===== src/rtl/pcs_scrambler_lane.sv =====
// ---------------------------------------------------------------------------
// pcs_scrambler_lane
//
// Self-synchronous 64b/66b scrambler / descrambler for the 10GBASE-R PCS
// datapath, polynomial 1 + x^39 + x^58, processing DATA_WIDTH bits per word.
// Sits between the encoder and the TX gearbox (DESCRAMBLE=0) or between the
// RX gearbox and the decoder (DESCRAMBLE=1).
//
// Parameters:
//   DATA_WIDTH  payload bits per word (16, 32 or 64)
//   DESCRAMBLE  0 = scrambler (history from output), 1 = descrambler
//               (history from input)
//
// Ports:
//   clk        datapath clock
//   reset_n    asynchronous active-low reset
//   init_done  link init complete; low holds the block in INIT
//   i_valid    idata carries a word this cycle
//   idata      input word, bit 0 is the first transmitted bit
//   bypass     (only with SCR_BYPASS_EN) pass accepted words through as-is
//   seed_load  load seed into the history this cycle
//   seed       seed value, bit 57 is the most recent bit
//   o_valid    odata valid (one cycle after the accepted word)
//   odata      scrambled / descrambled word
//   o_primed   at least 58 history bits come from real traffic or a seed
//
// Optional feature: define SCR_BYPASS_EN to add the bypass input.
// ---------------------------------------------------------------------------
`timescale 1ns/1ps

module pcs_scrambler_lane #(
  parameter int DATA_WIDTH = 32,
  parameter bit DESCRAMBLE = 1'b0
) (
  input  logic                  clk,
  input  logic                  reset_n,
  input  logic                  init_done,
  input  logic                  i_valid,
  input  logic [DATA_WIDTH-1:0] idata,
`ifdef SCR_BYPASS_EN
  input  logic                  bypass,
`endif
  input  logic                  seed_load,
  input  logic [57:0]           seed,
  output logic                  o_valid,
  output logic [DATA_WIDTH-1:0] odata,
  output logic                  o_primed
);

  localparam int STATE_BITS = 58;
  localparam int EXT_BITS   = STATE_BITS + DATA_WIDTH;

  if (!(DATA_WIDTH == 16 || DATA_WIDTH == 32 || DATA_WIDTH == 64)) begin : g_bad_width
    $error("pcs_scrambler_lane: DATA_WIDTH must be 16, 32 or 64");
  end

  typedef enum logic {
    ST_INIT,
    ST_RUN
  } state_t;

  state_t                  state, state_next;
  logic [STATE_BITS-1:0]   hist, hist_next;
  logic [6:0]              cnt, cnt_next;
  logic [DATA_WIDTH-1:0]   odata_next;
  logic                    o_valid_next;
  logic                    o_primed_next;

  logic [STATE_BITS-1:0]   cur_hist;
  logic [EXT_BITS-1:0]     ext;
  logic [DATA_WIDTH-1:0]   word_out;
  logic [STATE_BITS-1:0]   hist_shifted;
  logic [7:0]              cnt_sum;
  logic [6:0]              cnt_adv;
  logic                    bypass_word;

  // The state register only remembers whether the previous cycle was held in
  // INIT. Leaving INIT is immediate: the first cycle with init_done high
  // already processes its word, so there is no wait state.
  always_ff @(posedge clk or negedge reset_n) begin
    if (!reset_n) begin
      state <= ST_INIT;
    end else begin
      state <= state_next;
    end
  end

  // Parallel unrolled scrambler. The ext vector is the serial b-stream laid
  // out oldest-first: the 58 history bits at the bottom, followed by this
  // word's b bits as they are produced. For word bit i (stream bit n), ext[i]
  // is b[n-58] and ext[i+19] is b[n-39], whether those come from history or
  // from earlier bits of the same word. The loop runs in bit order so every
  // tap it reads has already been written. The new history is simply the
  // newest 58 bits of ext, which for a 64-bit word drops the 6 oldest bits.
  // A seed replaces the history feeding the word; coming out of INIT the
  // history is all-ones regardless of what the register holds.
  always_comb begin
    cur_hist = hist;
    if (seed_load) begin
      cur_hist = seed;
    end else if (state == ST_INIT) begin
      cur_hist = '1;
    end

    ext      = '0;
    word_out = '0;
    ext[STATE_BITS-1:0] = cur_hist;
    for (int i = 0; i < DATA_WIDTH; i++) begin
      word_out[i] = idata[i] ^ ext[i+19] ^ ext[i];
      ext[STATE_BITS+i] = DESCRAMBLE ? idata[i] : word_out[i];
    end
    hist_shifted = ext[EXT_BITS-1 -: STATE_BITS];

    cnt_sum = {1'b0, cnt} + 8'(DATA_WIDTH);
    cnt_adv = cnt_sum[7] ? 7'h7F : cnt_sum[6:0];
  end

  // Next-state and register-input logic. Dropping init_done wins over
  // everything and re-arms the block exactly as reset does, except that odata
  // keeps its last value. In RUN a seed overrides the history (and marks it
  // trustworthy at once by saturating the counter); an accepted word then
  // shifts the history from whatever fed it. A bypassed word leaves history
  // and counter untouched.
  always_comb begin
    state_next    = init_done ? ST_RUN : ST_INIT;
    hist_next     = hist;
    cnt_next      = cnt;
    odata_next    = odata;
    o_valid_next  = 1'b0;
    o_primed_next = o_primed;

`ifdef SCR_BYPASS_EN
    bypass_word = bypass;
`else
    bypass_word = 1'b0;
`endif

    if (!init_done) begin
      hist_next     = '1;
      cnt_next      = '0;
      o_primed_next = 1'b0;
    end else begin
      if (seed_load) begin
        hist_next = seed;
        cnt_next  = 7'h7F;
      end else if (state == ST_INIT) begin
        hist_next = '1;
      end

      if (i_valid) begin
        o_valid_next = 1'b1;
        if (bypass_word) begin
          odata_next = idata;
        end else begin
          odata_next = word_out;
          hist_next  = hist_shifted;
          cnt_next   = seed_load ? 7'h7F : cnt_adv;
        end
      end

      o_primed_next = (cnt_next >= 7'd58);
    end
  end

  // Datapath registers: one cycle of latency from accepted word to odata.
  always_ff @(posedge clk or negedge reset_n) begin
    if (!reset_n) begin
      hist     <= '1;
      cnt      <= '0;
      odata    <= '0;
      o_valid  <= 1'b0;
      o_primed <= 1'b0;
    end else begin
      hist     <= hist_next;
      cnt      <= cnt_next;
      odata    <= odata_next;
      o_valid  <= o_valid_next;
      o_primed <= o_primed_next;
    end
  end

endmodule

===== config.mk =====
export PLATFORM = sky130hd
export DESIGN_NAME = pcs_scrambler_lane
export DESIGN_NICKNAME = d
export VERILOG_FILES = /design/src/rtl/pcs_scrambler_lane.sv
export SDC_FILE = /design/constraint.sdc
export NUM_CORES = 1
export LEC_CHECK = 0
export BUFFER_PORTS_ARGS = -buffer_cell sky130_fd_sc_hd__buf_2
export CORE_UTILIZATION = 54
export CTS_BUF_LIST = sky130_fd_sc_hd__clkbuf_16
export DETAILED_ROUTE_END_ITERATION = 8
export PLACE_DENSITY = 0.8
export SKIP_CTS_REPAIR_TIMING = 1
export SLEW_MARGIN = 20
export SYNTH_ARGS = -nofsm -noshare
export SYNTH_HDL_FRONTEND = slang
export SYNTH_SLANG_ARGS = --single-unit

===== constraint.sdc =====
create_clock -name clk -period 2 [get_ports clk]
set_clock_uncertainty 0.1 [all_clocks]
set_input_delay 0.5 -clock clk [delete_from_list [all_inputs] [get_ports clk]]
set_output_delay 0.5 -clock clk [all_outputs]
set_load 0.01 [all_outputs]

==> summary.md, run 1 <==
For the pin count of the biggest net entering global routing, the log shows 52. The tools report the relative slew slack as 66.7%. The tools report the startpoint of the most critical register-to-register path as state. Floorplan die width: 102 um.

The tools report the global routing usage summed across all routing layers as 30.3%. The path class of the tightest hold or removal check is primary input to asynchronous set/reset pin. Averaged over all synthesized cells, the footprint is 11.0 um2. In the final design database the tool counted 719 nets.

The number of buffers and inverters on the critical path was 1. Counting every net in the synthesized netlist gives 583. The first detailed-routing pass ran for 4 iterations. For the required time at the endpoint of the critical path, the log shows 2.17 ns. Kind of end point of the critical path: a register. The overall routed net length is 14,800 um.

The count of nets left with antenna violations once routing finished came out at 0. After synthesis the cells add up to 0.00535 mm2. TritonCTS built the clock tree. The synthesized design contains 0 enable-type register cells. The growth of design area from synthesis to finish was 23.7%; the antenna diode count was 0.

129 I/O pins were placed. The clock period could shrink to 1.91 ns. Total count of max-transition violations in the final report: 0. Largest area contributor in the netlist: sky130_fd_sc_hd__dfstp_2. In this run the worst setup path begins at state.

In the finished design, the share of the clock period the worst path needs comes to 95.6%. The final setup slack of the worst path is 0.0889 ns, and the DRC marker count from the first detailed-route iteration is 239. IR analysis of the VDD net gives a maximum drop of 468 uV. The number of warnings printed during yosys synthesis came out at 0.

The number of endpoints failing setup at the final stage came out at 0. The critical path is of the register to register type. For the initial antenna violation count, the log shows 0.

STA classifies the critical path startpoint as a register. The tools report the proportion of synthesized chip area in sequential cells as 47.6%. The routed layout has 4,464 vias.

Slowest cell on the critical path: sky130_fd_sc_hd__dfrtp_2. For the HPWL after detailed placement, the log shows 10,800 um. The tree is rooted in a sky130_fd_sc_hd__clkbuf_16. The number of clock buffers added by TritonCTS is 9. The wire length per cell is 19.5 um, and the ratio of total power to cell area is 813 mW/mm2. After synthesis, the largest area contributor takes up 28.5% of total cell area. In the post-synthesis netlist, the biggest area contributors are sky130_fd_sc_hd__dfstp_2 28%, sky130_fd_sc_hd__dfrtp_1 19%, sky130_fd_sc_hd__xor3_1 5.3%.

The max-capacitance violation count is 0, and the proportion of layout cells with a drive suffix above 1 is 45.0%. The number of distinct standard cells referenced by the synthesized netlist came out at 39. Setup repair after global routing left no endpoint under its margin. The first global-routing pass estimated 23,100 um of wire. The gate family responsible for the most delay along the worst path is flip-flops.

The final hold violation count came out at 0. In the routed design, unresolved DRC markers number 0. For this configuration, the core starts out at a cell density of 56.9%. Hold is met by 0.0190 ns. At the end of routability-driven placement, the weighted congestion stood at 0.925. For this design, the sink count on the clock tree is 99.

Traced cell by cell, the critical path runs through buf_4, or3b_1, o21ai_0, xnor3_1, o211ai_1. The die covers 0.0103 mm2. The area of the placeable core was 0.00942 mm2. The fraction of registers with async set or reset after synthesis is 100%, and the setup slack after placement is -0.0991 ns. The count of cells in the finished layout, fillers not included, comes to 758. For this run, the top clock speed supported by timing is 523 MHz. The number of global-route vias before repair was 4,473. The logs give 3.05 nW for the cell leakage power and 35 for the number of placement rows. The floorplan step set the die height to 102 um.

Clock latency on the worst-skew pair, taken at its later pin, is 0.34 ns. Dividing the detail-routed via count by the number of cells gives 5.89. For the worst setup path, the data arrival time is 2.08 ns.

The transition time of the tightest slew-check pin was 0.499 ns. The H-tree was split into 3 levels. The total congestion overflow is 0. The most common library cell in the layout ignoring fill and taps is sky130_fd_sc_hd__buf_2. The maximum fanout along the worst path is 9.

The most used flip-flop cell after synthesis was sky130_fd_sc_hd__dfstp_2. Counting tap cells, the placed design contains a total of 742 instances. No sink is reached through more buffers than the 2 on the longest clock path.

After clock tree synthesis, the clock-pin slew on the worst setup and hold paths is 0.07 ns. The count of buffers added on input and output ports is 128. Leaving out fill and tap cells, the most frequent cells in the layout are 127 x sky130_fd_sc_hd__buf_2, 60 x sky130_fd_sc_hd__nand2_1, 58 x sky130_fd_sc_hd__dfstp_2, 54 x sky130_fd_sc_hd__o21ai_0, 40 x sky130_fd_sc_hd__dfrtp_1. The largest single stage delay on the critical path is 0.44 ns. After technology mapping, the gate count stands at 488.

The post-synthesis register bit count is 99, and the final total power is 0.00538 W. The flow ran to the end, and the final reports show no timing, DRC or antenna violations.
## per-layer routing
metal / routed length (um) / track usage (%) / share of wire (%)
met1: 6270 / 41.8 / 42
met2: 6910 / 46.4 / 47
met3: 1020 / 5.18 / 6.9
met4: 605 / 15.4 / 4.1
met5: 0 / 0 / 0
## stage by stage
step / utilization, % / cell area [um2] / TNS, ns
5_1_grt: 70.3 / 6620 / 0
3_5_place_dp: 67.2 / 6330 / -1.12
4_1_cts: 70.3 / 6620 / 0
6_report: 70.3 / 6620 / 0
3_3_place_gp: 67.2 / 6330 / -0.0600
2_1_floorplan: - / 5350 / 0
## path summary, 6_finish.rpt
check | slack [ns] | end | depth (start not counted)
worst max-delay path | 0.09 | hist[26] | 5
worst min-delay path | 0.02 | cnt[2] | 1
worst max register to register | 0.09 | hist[26] | 5
worst min register to register | 0.38 | odata[13] | 2
max in group asynchronous | 1.14 | hist[48] | 2
min in group clk | 0.36 | hist[42] | 3
## power by group
group          switching, W  internal (W)
combinational      0.000659      0.000593
clock              0.000745      0.000955
sequential         0.000122       0.00231
total               0.00153       0.00385
## cell usage after synthesis, types with 2 or more instances
cell	instances
sky130_fd_sc_hd__nand2_1	61
sky130_fd_sc_hd__or3b_1	2
sky130_fd_sc_hd__xnor2_1	21
sky130_fd_sc_hd__buf_6	2
sky130_fd_sc_hd__a21oi_2	10
sky130_fd_sc_hd__xor2_1	2
sky130_fd_sc_hd__o22a_1	12
sky130_fd_sc_hd__or3b_2	12
sky130_fd_sc_hd__nor3b_1	10
sky130_fd_sc_hd__o21a_1	20
sky130_fd_sc_hd__or2_2	8
sky130_fd_sc_hd__nor4bb_1	2
sky130_fd_sc_hd__dfstp_2	58
sky130_fd_sc_hd__inv_1	13
sky130_fd_sc_hd__o22ai_1	29
sky130_fd_sc_hd__dfrtp_1	41
sky130_fd_sc_hd__o21ai_2	12
sky130_fd_sc_hd__buf_4	3
sky130_fd_sc_hd__buf_2	6
sky130_fd_sc_hd__xnor3_1	12
sky130_fd_sc_hd__a21boi_0	6
sky130_fd_sc_hd__clkbuf_1	28
sky130_fd_sc_hd__o21ai_0	54
sky130_fd_sc_hd__o211ai_1	37
sky130_fd_sc_hd__xor3_1	12
sky130_fd_sc_hd__nand2b_1	2
## state kept, by name (all words and copies together) (netlist names)
| name | count |
|---|---|
| o_valid | 1 |
| o_primed | 1 |
| cnt | 6 |
| odata | 32 |
| state | 1 |
| hist | 58 |
## cell families after synthesis
family / after synthesis / share of synthesized area [%]
AOI/OAI and AO/OA: 187 / 23.9
DFF: 99 / 47.6
buffers and inverters: 55 / 4.51
and+or+nand+nor: 100 / 9.79
xor gates and xnor gates: 47 / 14.1
## cell type report
type | instances | area (um2)
Fill cell | 688 | 2800
Multi-Input combinational cell | 334 | 2560
Sequential cell | 99 | 2550
Timing Repair Buffer | 166 | 1000
Clock buffer | 9 | 225
Tap cell | 129 | 161
Clock inverter | 7 | 61.3
Inverter | 14 | 52.6
(Power assumes the default switching activity.)
==> inputs of run 2 (changes only) <==
- RECOVER_POWER: not set -> 25
==> run 2 against run 1 <==
Worst setup slack better by 0.014 ns. Cell area down 0.45%. Largest cell class unchanged. Register-to-register slack about the same.
==> summary.md, run 2 (synthesis results as in run 1) <==
The flow ran to the end, and the final reports show no timing, DRC or antenna violations. The growth of design area from synthesis to finish is 23.1%. The largest register by flop count was hist. The clock drives 99 sinks. The wire length of the first global-routing pass is 23,100 um, and the cell leakage power is 3.04 nW. The ratio of total power to cell area was 815 mW/mm2; the total congestion overflow was 0.

Data on the critical path is required at its endpoint by 2.17 ns. Dividing the detail-routed via count by the number of cells gives 5.87. Clock-pin slew was measured on the worst setup and hold paths at 0.07 ns.

The transition time of the tightest slew-check pin is 0.889 ns. In the final layout, the registers with the most flip-flops are hist x58, odata x32, cnt x6. The number of buffers created by CTS was 9.

The tools report the root buffer selected by CTS as sky130_fd_sc_hd__clkbuf_16. The worst ir drop on vdd is 470 uV, and the DRC marker count from the first detailed-route iteration is 247. The clock period could shrink to 1.90 ns. The H-tree was split into 3 levels. At the later pin of the worst-skew pair, clock insertion delay measures 0.35 ns. The die is 102 um wide. The number of global-route vias before repair was 4,473.

The worst setup path is captured at a register. Max-capacitance violation count: 0. Entering global routing, the biggest net connects 52 pins. Dividing the detail-routed wire length by the instance count gives 19.5 um. In this run, the clock network consumes 31.7% of the power. During placement, the flow inserted port buffers numbering 128.

The worst pin sits at a relative slew slack of 40.7%. The fraction of the cycle the final worst path needs is 94.8%, and the count of TritonRoute iterations in the first routing pass is 4. The logs give 14,700 um for the overall routed net length and 0.925 for the final weighted congestion of routability-driven global placement.

Summed over all nets, the switching power comes to 0.00152 W. The floorplan step defined a core boundary enclosing 0.00942 mm2. The fraction of power consumed by combinational cells was 23.1%; the number of flip-flops under the largest register name was 58.

The worst setup path is launched from a register. Setup repair after global routing left no endpoint under its margin. The maximum root-to-sink buffer count was 2. Hold timing on the final database bottoms out at a slack of 0.169 ns. In this run, flip-flops and latches consume 45.2% of the power. The internal power is 0.00385 W, and the post-placement cell count is 742.

Global routing used 30.3% of the available tracks across all layers. The net switching share of the total power came out at 28.4%. For this configuration, the core starts out at a cell density of 56.9%. The tools report the final hold violation count as 0. Along the worst path, the maximum fanout reaches 9.

The total count of max-transition violations in the final report was 0. By startpoint and endpoint, the worst setup path is classified as register to register. The tightest min-delay check is of the primary input to asynchronous set/reset pin type. The library cell used most frequently in the layout, excluding fill and tap cells, is sky130_fd_sc_hd__buf_2. HPWL after detailed placement: 10,800 um. The logs give 0 for the antenna diode count and 0 for the initial antenna violation count. Measured along the y axis, the die boundary spans 102 um. The proportion of layout cells with a drive suffix above 1 came out at 45.0%. The library cells used most frequently in the layout, excluding fill and tap cells, are 127 x sky130_fd_sc_hd__buf_2, 60 x sky130_fd_sc_hd__nand2_1, 58 x sky130_fd_sc_hd__dfstp_2, 54 x sky130_fd_sc_hd__o21ai_0, 40 x sky130_fd_sc_hd__dfrtp_1. Excluding fillers, the count of instances in the completed layout stands at 758. The tools report the number of DRC violations after detailed routing as 0. The logs give 4,446 for the overall via count from detail_route and 129 for the total I/O pin count. TritonCTS built the clock tree. The area of the die was 0.0103 mm2; the antenna violation net count after detailed routing was 0. The floorplan has 35 rows. Setup violations remaining at the end of the flow were counted as 0. After the last flow step, the layout net total stands at 719. The highest achievable clock rate was 527 MHz; the data arrival at the endpoint of the critical path was 2.07 ns.
==> run 2: path summary, 6_finish.rpt <==
check | startpoint | endpoint | slack [ns] | cells past startpoint
worst max-delay path | state | hist[26] | 0.10 | 5
worst min-delay path | reset_n | cnt[2] | 0.17 | 1
worst max register to register | state | hist[26] | 0.10 | 5
worst min register to register | odata[23] | odata[23] | 0.38 | 2
max in group asynchronous | reset_n | odata[15] | 0.41 | 2
min in group clk | idata[16] | hist[42] | 0.36 | 3
==> run 2: cell type report <==
class | count | area [um2]
flip-flops and latches | 99 | 2550
multi-input cells | 334 | 2560
clock buffers | 9 | 225
clock inverters | 7 | 61.3
well taps | 129 | 161
inverters | 14 | 52.6
repair buffers | 166 | 973
fillers | 692 | 2830
==> run 2: power groups by stage <==
stage	registers [W]	logic [W]	clock network [W]
after floorplan	0.00250	0.000659	0
final	0.00243	0.00124	0.00170
after CTS	0.00243	0.00125	0.00171
after detailed placement	0.00246	0.00124	0
after global placement	0.00245	0.00121	0
after global routing	0.00245	0.00136	0.00180
==> run 2: worst max-delay path: stages (launching register included) <==
cell and delay [ns]:
sky130_fd_sc_hd__dfrtp_2 0.44, sky130_fd_sc_hd__buf_4 0.19, sky130_fd_sc_hd__or3b_1 0.34, sky130_fd_sc_hd__o21ai_0 0.18, sky130_fd_sc_hd__xnor3_1 0.42, sky130_fd_sc_hd__o211ai_1 0.17
==> run 2: through the flow <==
stage / worst slack, ns / instance area (um2) / util [%] / setup TNS (ns) / power, W
after global routing: 0.0139 / 6590 / 70.0 / 0 / 0.00561
after detailed placement: -0.0991 / 6330 / 67.2 / -1.12 / 0.00370
final: 0.103 / 6590 / 70.0 / 0 / 0.00537
after floorplan: 0.243 / 5350 / - / 0 / 0.00316
after global placement: -0.0222 / 6330 / 67.2 / -0.0600 / 0.00366
after CTS: 0.0699 / 6620 / 70.3 / 0 / 0.00539
==> run 2: per-layer routing <==
layer | global-route usage, % | vias to the layer above | share of wire (%)
met2 | 46.4 | 199 | 47
met5 | 0 | - | 0
li1 | - | 2039 | -
met4 | 15.4 | 0 | 4.1
met3 | 5.18 | 36 | 6.6
met1 | 41.8 | 2172 | 42
